File: src/rtl/password_sender_pkg.sv
// password_sender_pkg: FSM states, symbol one-hot codes and symbol-count constants
// shared by password_sender and pw_sym_encode.
package password_sender_pkg;

    typedef enum logic [1:0] {IDLE, DRIVE, GAP, DONE} state_t;

    localparam logic [3:0] ONEHOT_00   = 4'b1000;
    localparam logic [3:0] ONEHOT_01   = 4'b0100;
    localparam logic [3:0] ONEHOT_10   = 4'b0010;
    localparam logic [3:0] ONEHOT_11   = 4'b0001;
    localparam logic [3:0] ONEHOT_NONE = 4'b0000;

    localparam int         NUM_SYMBOLS = 4;
    localparam logic [1:0] LAST_IDX    = 2'(NUM_SYMBOLS - 1);

    // Symbol i of a code; symbol0 sits in the top two bits.
    function automatic logic [1:0] sym_at(input logic [7:0] c, input logic [1:0] i);
        logic [7:0] sh;
        sh = c << {i, 1'b0};
        return sh[7:6];
    endfunction

endpackage

File: src/rtl/password_sender_sym_encode.sv
// pw_sym_encode: maps a 2-bit symbol onto the one-hot button lines.
module pw_sym_encode
    import password_sender_pkg::*;
(
    input  logic [1:0] sym_i,
    output logic [3:0] onehot_o
);

    always_comb begin
        onehot_o = ONEHOT_NONE;
        case (sym_i)
            2'b00: onehot_o = ONEHOT_00;
            2'b01: onehot_o = ONEHOT_01;
            2'b10: onehot_o = ONEHOT_10;
            2'b11: onehot_o = ONEHOT_11;
            default: onehot_o = ONEHOT_NONE;
        endcase
    end

endmodule

File: src/rtl/password_sender.sv
// password_sender: sends an 8-bit code as four one-hot button symbols with hold/gap timing.
// Optional abort input is enabled by defining PWSEND_ABORT_EN.
module password_sender
    import password_sender_pkg::*;
#(
    parameter int HOLD_CYCLES = 1,
    parameter int GAP_CYCLES  = 0
) (
    input  logic       clk,
    input  logic       rst_n,
    input  logic [7:0] code,
    input  logic       start,
`ifdef PWSEND_ABORT_EN
    input  logic       abort,
`endif
    output logic [3:0] s,
    output logic       busy,
    output logic       done
);

    localparam logic [7:0] HOLD_LAST = 8'(HOLD_CYCLES - 1);
    localparam logic [7:0] GAP_LAST  = 8'((GAP_CYCLES > 0) ? GAP_CYCLES - 1 : 0);

    state_t     state_q;
    logic [7:0] code_q;
    logic [7:0] cnt_q;
    logic [1:0] idx_q;
    logic [3:0] s_q;
    logic       busy_q;
    logic       done_q;

    logic [1:0] idx_d;
    logic [1:0] sym_d;
    logic [3:0] onehot_d;
    logic       abort_w;

`ifdef PWSEND_ABORT_EN
    assign abort_w = abort;
`else
    assign abort_w = 1'b0;
`endif

    // The encoder always looks at the symbol that will be shown next.
    assign idx_d = idx_q + 2'd1;
    assign sym_d = (state_q == IDLE) ? code[7:6] : sym_at(code_q, idx_d);

    pw_sym_encode u_enc (
        .sym_i    (sym_d),
        .onehot_o (onehot_d)
    );

    always_ff @(posedge clk or negedge rst_n) begin
        if (!rst_n) begin
            state_q <= IDLE;
            code_q  <= 8'd0;
            cnt_q   <= 8'd0;
            idx_q   <= 2'd0;
            s_q     <= ONEHOT_NONE;
            busy_q  <= 1'b0;
            done_q  <= 1'b0;
        end else begin
            done_q <= 1'b0;
            case (state_q)
                IDLE: begin
                    if (start) begin
                        state_q <= DRIVE;
                        code_q  <= code;
                        cnt_q   <= 8'd0;
                        idx_q   <= 2'd0;
                        s_q     <= onehot_d;
                        busy_q  <= 1'b1;
                    end
                end
                DRIVE: begin
                    if (abort_w) begin
                        state_q <= IDLE;
                        cnt_q   <= 8'd0;
                        idx_q   <= 2'd0;
                        s_q     <= ONEHOT_NONE;
                        busy_q  <= 1'b0;
                    end else if (cnt_q == HOLD_LAST) begin
                        cnt_q <= 8'd0;
                        if (idx_q == LAST_IDX) begin
                            state_q <= DONE;
                            s_q     <= ONEHOT_NONE;
                            busy_q  <= 1'b0;
                            done_q  <= 1'b1;
                        end else if (GAP_CYCLES > 0) begin
                            state_q <= GAP;
                            s_q     <= ONEHOT_NONE;
                        end else begin
                            idx_q <= idx_d;
                            s_q   <= onehot_d;
                        end
                    end else begin
                        cnt_q <= cnt_q + 8'd1;
                    end
                end
                GAP: begin
                    if (abort_w) begin
                        state_q <= IDLE;
                        cnt_q   <= 8'd0;
                        idx_q   <= 2'd0;
                        busy_q  <= 1'b0;
                    end else if (cnt_q == GAP_LAST) begin
                        state_q <= DRIVE;
                        cnt_q   <= 8'd0;
                        idx_q   <= idx_d;
                        s_q     <= onehot_d;
                    end else begin
                        cnt_q <= cnt_q + 8'd1;
                    end
                end
                DONE: state_q <= IDLE;
                default: state_q <= IDLE;
            endcase
        end
    end

    assign s    = s_q;
    assign busy = busy_q;
    assign done = done_q;

endmodule

File: config.mk
export PLATFORM = sky130hd
export DESIGN_NAME = password_sender
export DESIGN_NICKNAME = d
export VERILOG_FILES = /design/src/rtl/password_sender_pkg.sv /design/src/rtl/password_sender_sym_encode.sv /design/src/rtl/password_sender.sv
export SDC_FILE = /design/constraint.sdc
export NUM_CORES = 1
export LEC_CHECK = 0
export BUFFER_PORTS_ARGS = -buffer_cell sky130_fd_sc_hd__buf_2
export CELL_PAD_IN_SITES_DETAIL_PLACEMENT = 1
export CELL_PAD_IN_SITES_GLOBAL_PLACEMENT = 2
export CORE_AREA = 2 2 62 87
export CTS_BUF_LIST = sky130_fd_sc_hd__clkbuf_4
export DETAILED_ROUTE_END_ITERATION = 16
export DIE_AREA = 0 0 64 89
export GPL_TIMING_DRIVEN = 0
export PLACE_DENSITY_LB_ADDON = 0.12
export SLEW_MARGIN = 20
export SYNTH_ARGS = -nofsm -noshare
export SYNTH_HDL_FRONTEND = slang
export SYNTH_HIERARCHICAL = 1
export SYNTH_SLANG_ARGS = --single-unit
File: constraint.sdc
create_clock -name clk -period 3 [get_ports clk]
set_input_delay 0.6 -clock clk [delete_from_list [all_inputs] [get_ports clk]]
set_output_delay 0.6 -clock clk [all_outputs]
set_load 0.02 [all_outputs]
==> summary.txt, run 1 <==
Setup path
  • End of the critical path: state_q[1]
  • Type of the worst setup path: flip-flop to flip-flop
  • R2R depth: 6
  • R2R Path End: state_q[1]
  • Critical Path AT: 2.24 ns
  • Flop-to-flop setup slack: approximately 0.99 ns
  • Crit path capture type: flip-flop
  • CP Launch Type: flip-flop
  • Critical R2R Launch: state_q[1]
  • CP max FO: 5
  • Crit path required time: 3.23 ns
  • Worst Setup SP: state_q[1]

Synthesis
  • Syn Nets: 145
  • Cells after synthesis: 125
  • Number of flops mapped to enable cells by yosys: 0
  • Syn Area/Cell: 11.5 sq um
  • Top-area cell type share of the netlist area: 0.454
  • Synth area leader: dfrtp_1
  • Largest cells by area after synthesis: dfrtp_1 (45%), mux2_2 (9.4%), ha_1 (7.9%)
  • Synthesized area: 1430 sq um
  • Synth async-reset ratio: 1.00
  • Ys flop type: dfrtp_1
  • Register area share after synthesis: 0.454
  • Yosys reg bits: 26
  • Cell variety after synth: 35
  • Yosys warnings: 6

Timing
  • Relative slew slack: 0.598
  • Final setup violation count: 0
  • Clock skew: approximately 0.0046 ns
  • Setup TNS: 0 ns
  • Worst Max-Slew Pin Slew: 0.603 ns
  • Fin. Hold Viols: 0
  • Unrepaired setup endpoints after global routing: false
  • Highest clock rate: 498 MHz
  • Final period util: 0.670
  • Final min period: 2.01 ns
  • Final-report max-slew violation count: 0

Routing
  • Post-route DRC: 0
  • Vias: 960
  • Routed WL: 2.97 mm
  • Post-route antenna net violation count: 0
  • Routed vias/inst: ~4.6
  • Wirelength per Cell: 14.2 um
  • DR pass1 iterations: 3
  • 1st-iter DRT viols: 8

Clocking
  • CTS tree: done
  • Clk sink count: 26
  • Reg clk slew, reported paths: 0.15 ns
  • CTS H-tree lvls: 1
  • Clock Latency Late Sink: around 0.33 ns
  • CTS Buf Count: 3
  • CTS max path bufs: 2
  • Hold-fix buffers, CTS: 0
  • Post-CTS setup buffer count: 0
  • CTS root buffer: clkbuf_4
  • Post-cts resize count: 0

Cells and area
  • Area Growth Syn to Fin: 14.8%
  • ANT cells: 0
  • Area of the multi-input gates: 737 sq um
  • Nets@finish: 166
  • # fillers: 556
  • Fraction of layout cells with a size suffix above 1: 0.310
  • Final Non-Filler Cells: 209
  • Sequential cell area: 651 sq um

Power and ir drop
  • Power Density: 370 nW/um^2
  • P_sw: between 100 and 150 uW
  • P_int: 491 uW
  • Worst IR Drop VDD: approximately 0.13 mV
  • Combinational share of power: 0.023
  • Sequential share of power: 0.575
  • Switching Share: 0.195
  • Leak: 0.850 nW
  • Clk pwr share: 0.401

Floorplan
  • # IOs: 17
  • Width of the chip: 64 um
  • Die Y-Extent: 89 um
  • Die area: 5700 sq um
  • Core ar.: around 4800 sq um
  • Core Rows: 30
  • Starting Density: 0.296

Global route
  • Largest net degree at the start of global routing: 27
  • Gr ovfl total: 0
  • Initial antenna violation count: 0
  • Total GRT Usage: 0.121
  • First-pass GRT wire length: between 5 and 6 mm
  • Number of global-route vias before repair: about 1100

Placed design
  • Detailed placer's ending HPWL: 2.32 mm
  • Cell count after placement: 205
  • IO Port Bufs: 16
  • Final RePlAce weighted congestion: 0.745

Worst hold path
  • Hold Path Class: input pin to async pin

Flow run
  • Maxcap violations: 0

Status
  • Status: completed
==> worst min-delay path by stage <==
stage	from	end
2_1_floorplan	rst_n	busy
3_3_place_gp	code_q[5]	code_q[5]
3_5_place_dp	code_q[1]	code_q[1]
4_1_cts	rst_n	cnt_q[3]
5_1_grt	rst_n	cnt_q[3]
6_report	rst_n	cnt_q[3]
==> flip-flops by register name, indices dropped and copies added, names as in the netlist <==
register  flops
s             4
done          1
idx_q         2
busy          1
state_q       2
code_q        8
cnt_q         8
==> metrics by stage <==
step                worst slack [ns]  power [mW]  hold slack, ns  utilization  cell area, sq um
floorplan                       1.19       0.358           0.304            -              1430
global placement                1.02       0.372           0.486        0.329              1590
detailed placement             0.984       0.372           0.494        0.329              1590
CTS                            0.960       0.625           0.260        0.340              1650
global route                   0.828       0.638           0.274        0.340              1650
finish                         0.990       0.610           0.256        0.340              1650
==> layout make-up <==
type / instances / share of cell area
clock inverters: 1 / 0.0182
inverters: 9 / 0.0205
well taps: 64 / 0.0486
flip-flops and latches: 26 / 0.395
clock buffers: 3 / 0.0137
multi-input cells: 88 / 0.448
repair buffers: 16 / 0.0486
plain buffers: 2 / 0.00760
==> synth_stat cells (2+ instances only) <==
library cell   n
xor2_1         3
a21oi_1        4
nor2b_1        2
mux2i_1        8
nand3_1        2
dfrtp_1       26
mux2_2        12
ha_1           9
nor2_1         6
o21ai_0        3
nand2b_1       3
mux4_2         2
nand4_1        5
nand2_1       10
inv_1          9
nor3_1         2
==> power by group through the flow <==
stage / combinational (mW) / sequential [mW] / clock, mW
finish: 0.0143 / 0.351 / 0.245
global placement: 0.0146 / 0.357 / 0
global route: 0.0168 / 0.351 / 0.271
detailed placement: 0.0152 / 0.357 / 0
floorplan: 0.000374 / 0.357 / 0
CTS: 0.0152 / 0.351 / 0.259
==> critical path, cell delays in order (launching register included) <==
cell and delay [ns]:
dfrtp_1 0.44, inv_1 0.10, ha_1 0.26, or2_2 0.34, a21boi_0 0.13, a21boi_1 0.29
mux2_2 0.37
==> cells in the final DEF, fill, tap and decap left out, drive strengths merged, types with 4 or more instances in the layout <==
cell type   n
buf        18
nand4       5
mux2i       8
mux2       13
nor2        6
dfrtp      26
a21oi       4
nand2      11
inv         9
ha          9
==> kinds of logic (layout without fill, tap and decap cells) <==
logic type,Yosys count,in the layout,share of synthesized area
flops,26,26,0.454
compound gates,14,14,0.0637
xor+xnor,4,4,0.0244
mux,23,23,0.192
buf+inv,11,31,0.0323
fa+ha+maj,9,9,0.0785
simple gates,38,38,0.155
==> routing by layer <==
layer / up-vias / global-route usage / routed length, um / share of wire
met5: - / 0 / 0 / 0
met4: 0 / 0.0474 / 42 / 0.014
met3: 4 / 0.0176 / 73 / 0.025
met2: 11 / 0.228 / 1600 / 0.54
met1: 466 / 0.135 / 1250 / 0.42
li1: 479 / - / - / -
(Power assumes the default switching activity.)
==> run 2: changes to the inputs <==
ABC_AREA = 1   (was unset)
CORE_AREA = 2 2 63 89   (was 2 2 62 87)
DIE_AREA = 0 0 65 91   (was 0 0 64 89)
clock period = 1.65 ns   (was 3 ns; I/O delays follow)
==> run 2 against run 1 <==
  * Fmax is 29% higher
  * Combinational power grew to 140 times the previous value
  * Synthesized area is 3.7% higher
  * Core utilization is 2.7 points higher
  * Critical path depth is 2 higher
  * Cell count is 41% higher
  * Hold slack worse by 0.26 ns
  * Highest routed layer unchanged
  * Wire length is 32% higher
  * Total power grew to 5.2 times the previous value
  * Clock power is 17% higher
==> summary.txt, run 2 <==
Status
  • Status: completed

Timing
  • Final-report max-slew violation count: 0 (unchanged)
  • Setup TNS: 0 ns (unchanged)
  • Setup ws final: 0.0870 ns (-0.903 ns)
  • Final min period: 1.56 ns (-0.447 ns)
  • Relative slew slack: 0.580 (-0.0181)
  • Final period util: 0.947 (+0.277)
  • Clock skew: 0.00540 ns (+0.000842 ns)
  • Highest clock rate: 640 MHz (+29%)
  • Final setup violation count: 0 (unchanged)
  • Fin. Hold Viols: 0 (unchanged)
  • Unrepaired setup endpoints after global routing: true
  • Worst Max-Slew Pin Slew: 0.630 ns (+0.0271 ns)

Cells and area
  • Area Growth Syn to Fin: 25.5%
  • Final Non-Filler Cells: 294 (+41%)
  • ANT cells: 0 (unchanged)
  • Most frequent cells in the layout: nand2_1 (58), inv_1 (24), dfrtp_1 (24), buf_2 (16), nor2_1 (15)
  • Fraction of layout cells with a size suffix above 1: 0.272 (-0.0384)
  • Nets@finish: 249 (+50%)
  • Commonest non-fill, non-tap cell in the layout: nand2_1
  • Fin util: 0.367 (+0.0271)

Placed design
  • Detailed placer's ending HPWL: 2.92 mm (+26%)
  • Final RePlAce weighted congestion: 0.788 (+5.8%)
  • Cell count after placement: 277 (+35%)
  • IO Port Bufs: 16 (unchanged)
  • Dpl ws: -0.198 ns (-1.18 ns)

Synthesis
  • Cell with the most instances after synthesis: nand2_1
  • Largest cells by area after synthesis: dfrtp_1 (44%), nand2_1 (15%), ha_1 (7.6%)
  • Commonest cells post-synth: nand2_1 (60), inv_1 (27), dfrtp_1 (26)
  • Synth async-reset ratio: 1.00 (unchanged)
  • Register area share after synthesis: 0.438 (-0.0160)
  • Syn Nets: 215 (+48%)
  • Synth area leader: dfrtp_1
  • Yosys warnings: 6 (unchanged)
  • Ys flop type: dfrtp_1
  • Top-area cell type share of the netlist area: 0.438 (-0.0160)
  • Synthesized area: 1490 sq um (+3.7%)
  • Syn Area/Cell: 7.62 sq um (-34%)
  • Cells after synthesis: 195 (+56%)
  • Cell variety after synth: 21 (-40%)
  • Yosys reg bits: 26 (unchanged)
  • Number of flops mapped to enable cells by yosys: 0 (unchanged)

Setup path
  • CP max FO: 7 (+2)
  • Flop-to-flop setup slack: 0.09 ns (-0.90 ns)
  • Type of the worst setup path: flip-flop to flip-flop
  • CP Launch Type: flip-flop
  • Worst path cell trace: inv_2, ha_4, inv_1, o21ai_4, buf_6, buf_4, nand3_1, o21ai_0
  • Slowest CP cell: dfrtp_1
  • Slowest stage delay, CP: 0.41 ns (-0.03 ns)
  • R2R depth: 8 (+2)
  • Crit path capture type: flip-flop
  • Critical Path AT: 1.82 ns (-0.42 ns)
  • Crit path required time: 1.90 ns (-1.33 ns)

Routing
  • Routed vias/inst: 4.57 (-0.55%)
  • Post-route DRC: 0 (unchanged)
  • 1st-iter DRT viols: 71 (+63)
  • Post-route antenna net violation count: 0 (unchanged)
  • Vias: 1343 (+40%)
  • Wirelength per Cell: 13.3 um (-6.4%)
  • Routed WL: 3.91 mm (+32%)
  • DR pass1 iterations: 4 (+1)

Global route
  • Total GRT Usage: 0.140 (+0.0195)
  • Largest net degree at the start of global routing: 27 (unchanged)
  • Initial antenna violation count: 0 (unchanged)
  • Number of global-route vias before repair: 1392 (+30%)
  • First-pass GRT wire length: 6.43 mm (+23%)
  • Gr ovfl total: 0 (unchanged)

Power and ir drop
  • Worst IR Drop VDD: 0.664 mV (+420%)
  • Leak: 1.00 nW (+18%)
  • Power Density: 1710 nW/um^2 (+360%)
  • Final Power: 3.20 mW (+420%)

Floorplan
  • Core ar.: 5080 sq um (+4.9%)
  • # IOs: 17 (unchanged)
  • Die area: 5920 sq um (+3.8%)
  • Starting Density: 0.293 (-0.00359)
  • Die Y-Extent: 91 um (+2.2%)
  • Core Rows: 31 (+3.3%)
  • Width of the chip: 65 um (+1.6%)

Clocking
  • CTS root buffer: clkbuf_4
  • Clock Latency Late Sink: 0.32 ns (about the same)
  • CTS H-tree lvls: 1 (unchanged)
  • Hold-fix buffers, CTS: 0 (unchanged)
  • Reg clk slew, reported paths: 0.15 ns (about the same)
  • Clk sink count: 26 (unchanged)
  • CTS Buf Count: 3 (unchanged)
  • CTS max path bufs: 2 (unchanged)
  • CTS tree: done

Flow run
  • Maxcap violations: 0 (unchanged)

Worst hold path
  • Hold Path Class: input pin to async pin
## run 2: report_power, final
| part | total (mW) | leakage (nW) | internal, mW | switching [mW] |
|---|---|---|---|---|
| logic | 1.95 | 0.651 | 0.798 | 1.15 |
| clock network | 0.286 | 0.0154 | 0.0887 | 0.198 |
| registers | 0.961 | 0.337 | 0.838 | 0.122 |
| total | 3.20 | 1.00 | 1.72 | 1.47 |
## run 2: area by class of cell
type | count | area (sq um)
Timing Repair Buffer | 29 | 181
Sequential cell | 26 | 653
Fill cell | 632 | 3220
Buffer | 2 | 15.0
Multi-Input combinational cell | 137 | 788
Tap cell | 66 | 82.6
Clock inverter | 1 | 3.75
Clock buffer | 3 | 22.5
Inverter | 30 | 119
## run 2: critical path: cells and delay by family, from the launching register on
family / cells / cell delay, ns
buf+inv: 4 / 0.43
flops: 1 / 0.41
fa+ha+maj: 1 / 0.29
compound gates: 2 / 0.29
simple gates: 1 / 0.08
## run 2: kinds of logic (layout without fill, tap and decap cells)
family | count (synthesis) | in the layout | share of synthesized area
AND/OR/NAND/NOR | 105 | 105 | 0.311
XOR/XNOR | 1 | 1 | 0.00589
flip-flops | 26 | 26 | 0.438
AO/OA/AOI/OAI | 22 | 22 | 0.0842
buffers and inverters | 32 | 65 | 0.0859
adder cells (fa/ha/maj) | 9 | 9 | 0.0758
## run 2: final timing paths
path | end | startpoint
hold reg to reg | s[0] | s[0]
setup / recovery | cnt_q[0] | state_q[1]
setup reg to reg | cnt_q[0] | state_q[1]
max in group asynchronous | idx_q[0] | rst_n
hold / removal | state_q[0] | rst_n
min in group clk | code_q[2] | code[2]
## run 2: through the flow
stage                     instance area [sq um]  hold WS [ns]
after CTS                                  1740        0.0267
after floorplan                            1490        0.0344
after global placement                     1650         0.391
after global routing                       1870        0.0270
after detailed placement                   1650         0.409
final                                      1870      0.000971
## run 2: what timing repair did
action | CTS | global route
setup endpoints to repair | 14 | 13
setup buffers | 3 | 10
pin swaps | 0 | 13
resized for setup | 9 | 20
## run 2: routing by layer
metal | wire, um | GRT usage
met5 | 0 | 0
met4 | 29 | 0.0426
met3 | 54 | 0.0149
met2 | 2260 | 0.275
met1 | 1560 | 0.151
==> run 3: changes to the inputs <==
PLACE_DENSITY_LB_ADDON = 0.1   (was 0.12)
clock period = 1.7 ns   (was 1.65 ns; I/O delays follow)
==> run 3 against run 2 <==
  * The flow now finishes with violations (hold timing)
  * Fmax decreased by 0.92%
  * Register-to-register slack improved by 0.04 ns
  * Cell count decreased by 2.4%
  * Clock-buffer cell count unchanged
  * Clock skew increased by 0.0053 ns
  * Total power decreased by 5.2%
  * Critical path depth unchanged
  * Hold slack got worse by 0.0054 ns
  * Sequential share of layout area increased by 1.1 points
  * First-iteration DRC count decreased by 85%
  * Non-clock buffer count decreased by 6
  * Via count decreased by 1.5%
  * Critical path type unchanged
  * Highest routed layer unchanged
==> summary.txt, run 3 (same netlist as run 2, synthesis figures left out) <==
Timing
  • Relative slew slack: 0.578 (-0.00161)
  • Final min period: 1.58 ns (+0.0146 ns)
  • Worst hold margin: -0.00444 ns (-0.00541 ns)
  • Final-report max-slew violation count: 0 (unchanged)
  • Highest clock rate: 634 MHz (-0.92%)
  • Final period util: 0.928 (-0.0193)
  • Setup TNS: 0 ns (unchanged)
  • Fin. Hold Viols: 9 (+9)
  • Unrepaired setup endpoints after global routing: false
  • Final setup violation count: 0 (unchanged)
  • Clock skew: 0.0107 ns (+0.00535 ns)
  • Worst Max-Slew Pin Slew: 0.633 ns (+0.00241 ns)

Status
  • Violated checks: hold timing
  • Status: complete, but fails checks

Setup path
  • CP Launch Type: flip-flop
  • Most used cell, CP: inv_1
  • Slowest stage delay, CP: 0.39 ns (-0.02 ns)
  • CP top delay family: buffers and inverters
  • Slowest CP cell: dfrtp_1
  • Worst path cell trace: inv_1, ha_4, inv_1, o21ai_4, buf_6, nand2_1, inv_2, nor3_2
  • Crit path required time: 1.93 ns (+0.03 ns)
  • Critical Path AT: 1.81 ns (about the same)
  • Crit path capture type: flip-flop
  • Type of the worst setup path: flip-flop to flip-flop
  • Worst path bufs/invs: 4 (unchanged)
  • CP max FO: 7 (unchanged)

Clocking
  • CTS root buffer: clkbuf_4
  • CTS Buf Count: 3 (unchanged)
  • CTS H-tree lvls: 1 (unchanged)
  • Reg clk slew, reported paths: 0.15 ns (about the same)
  • CTS max path bufs: 2 (unchanged)
  • CTS tree: done
  • Clk sink count: 26 (unchanged)
  • Hold-fix buffers, CTS: 0 (unchanged)
  • Clock Latency Late Sink: 0.33 ns (about the same)

Routing
  • Post-route DRC: 0 (unchanged)
  • 1st-iter DRT viols: 11 (-85%)
  • Wirelength per Cell: 13.3 um (about the same)
  • Vias: 1323 (-1.5%)
  • Routed vias/inst: 4.61 (+0.91%)
  • Routed WL: 3.81 mm (-2.4%)
  • DR pass1 iterations: 3 (-1)
  • Post-route antenna net violation count: 0 (unchanged)

Placed design
  • Placed Area: 1650 sq um (unchanged)
  • Detailed placer's ending HPWL: 2.97 mm (+1.7%)
  • Final RePlAce weighted congestion: 0.777 (-1.4%)
  • IO Port Bufs: 16 (unchanged)
  • Cell count after placement: 277 (unchanged)

Floorplan
  • Width of the chip: 65 um (unchanged)
  • # IOs: 17 (unchanged)
  • Die area: 5920 sq um (unchanged)
  • Core Rows: 31 (unchanged)
  • Die Y-Extent: 91 um (unchanged)
  • Starting Density: 0.293 (unchanged)
  • Core ar.: 5080 sq um (unchanged)

Power and ir drop
  • Worst IR Drop VDD: 0.662 mV (-0.32%)
  • Power Density: 1680 nW/um^2 (-2.1%)
  • Leak: 0.979 nW (-2.4%)

Worst hold path
  • Hold Path Class: input pin to async pin

Global route
  • First-pass GRT wire length: 6.51 mm (+1.3%)
  • Initial antenna violation count: 0 (unchanged)
  • Largest net degree at the start of global routing: 27 (unchanged)
  • Total GRT Usage: 0.143 (+0.00318)
  • Gr ovfl total: 0 (unchanged)
  • Number of global-route vias before repair: 1470 (+5.6%)

Flow run
  • Maxcap violations: 0 (unchanged)

Cells and area
  • # fillers: 638 (+0.95%)
  • Most frequent cells in the layout: nand2_1 (59), inv_1 (26), dfrtp_1 (24), buf_2 (16), nor2_1 (15)
  • ANT cells: 0 (unchanged)
  • Commonest non-fill, non-tap cell in the layout: nand2_1
  • Nets@finish: 243 (-2.4%)
  • Area Growth Syn to Fin: 21.5%
  • Fraction of layout cells with a size suffix above 1: 0.235 (-0.0366)
  • Final Non-Filler Cells: 287 (-2.4%)
  • Final instance area: 1810 sq um (-3.2%)
[run 3: what timing repair did]
item / 4_1_cts / 5_1_grt
pin swaps: 0 / 3
setup buffers: 3 / 4
resized for setup: 9 / 12
setup endpoints to repair: 14 / 12
gates cloned: 0 / 0
[run 3: worst reg2reg max path, stage by stage (launching register included)]
cell     delay, ns
dfrtp_1       0.39
inv_1         0.10
ha_4          0.30
inv_1         0.07
o21ai_4       0.20
buf_6         0.15
nand2_1       0.11
inv_2         0.11
nor3_2        0.04
[run 3: final timing paths]
check | from | end | slack (ns) | cells past startpoint
hold / removal | rst_n | state_q[1] | -0.004 | 1
hold reg to reg | s[3] | s[3] | 0.50 | 2
setup reg to reg | state_q[1] | cnt_q[2] | 0.12 | 8
max in group asynchronous | rst_n | idx_q[0] | 1.25 | 1
setup / recovery | state_q[1] | cnt_q[2] | 0.12 | 8
min in group clk | code[4] | code_q[4] | 0.18 | 3
[run 3: cell type report]
type | count | area [sq um] | share of cell area
buffer | 2 | 15.0 | 0.00831
clock buffer | 3 | 22.5 | 0.0125
inverter | 30 | 113 | 0.0623
multi-input combinational | 137 | 776 | 0.429
sequential | 26 | 653 | 0.361
tap | 66 | 82.6 | 0.0457
timing repair buffer | 23 | 145 | 0.0803
[run 3: power breakdown]
group | leakage (nW) | internal [mW] | switching [mW]
sequential | 0.337 | 0.813 | 0.107
combinational | 0.628 | 0.732 | 1.10
clock | 0.0138 | 0.0833 | 0.198
[run 3: routing by layer]
metal | track usage | up-vias | part of all wire
li1 | - | 668 | -
met3 | 0.0186 | 4 | 0.017
met5 | 0 | - | 0
met1 | 0.136 | 640 | 0.37
met4 | 0.0426 | 0 | 0.0089
met2 | 0.299 | 11 | 0.60
[run 3: metrics by stage]
stage / worst slack, ns / util / power [mW]
finish: 0.122 / 0.356 / 3.03
global route: 0.00737 / 0.356 / 3.35
CTS: 0.0185 / 0.339 / 2.89
detailed placement: -0.138 / 0.325 / 2.44
global placement: -0.0755 / 0.325 / 2.36
floorplan: 0.161 / - / 2.01
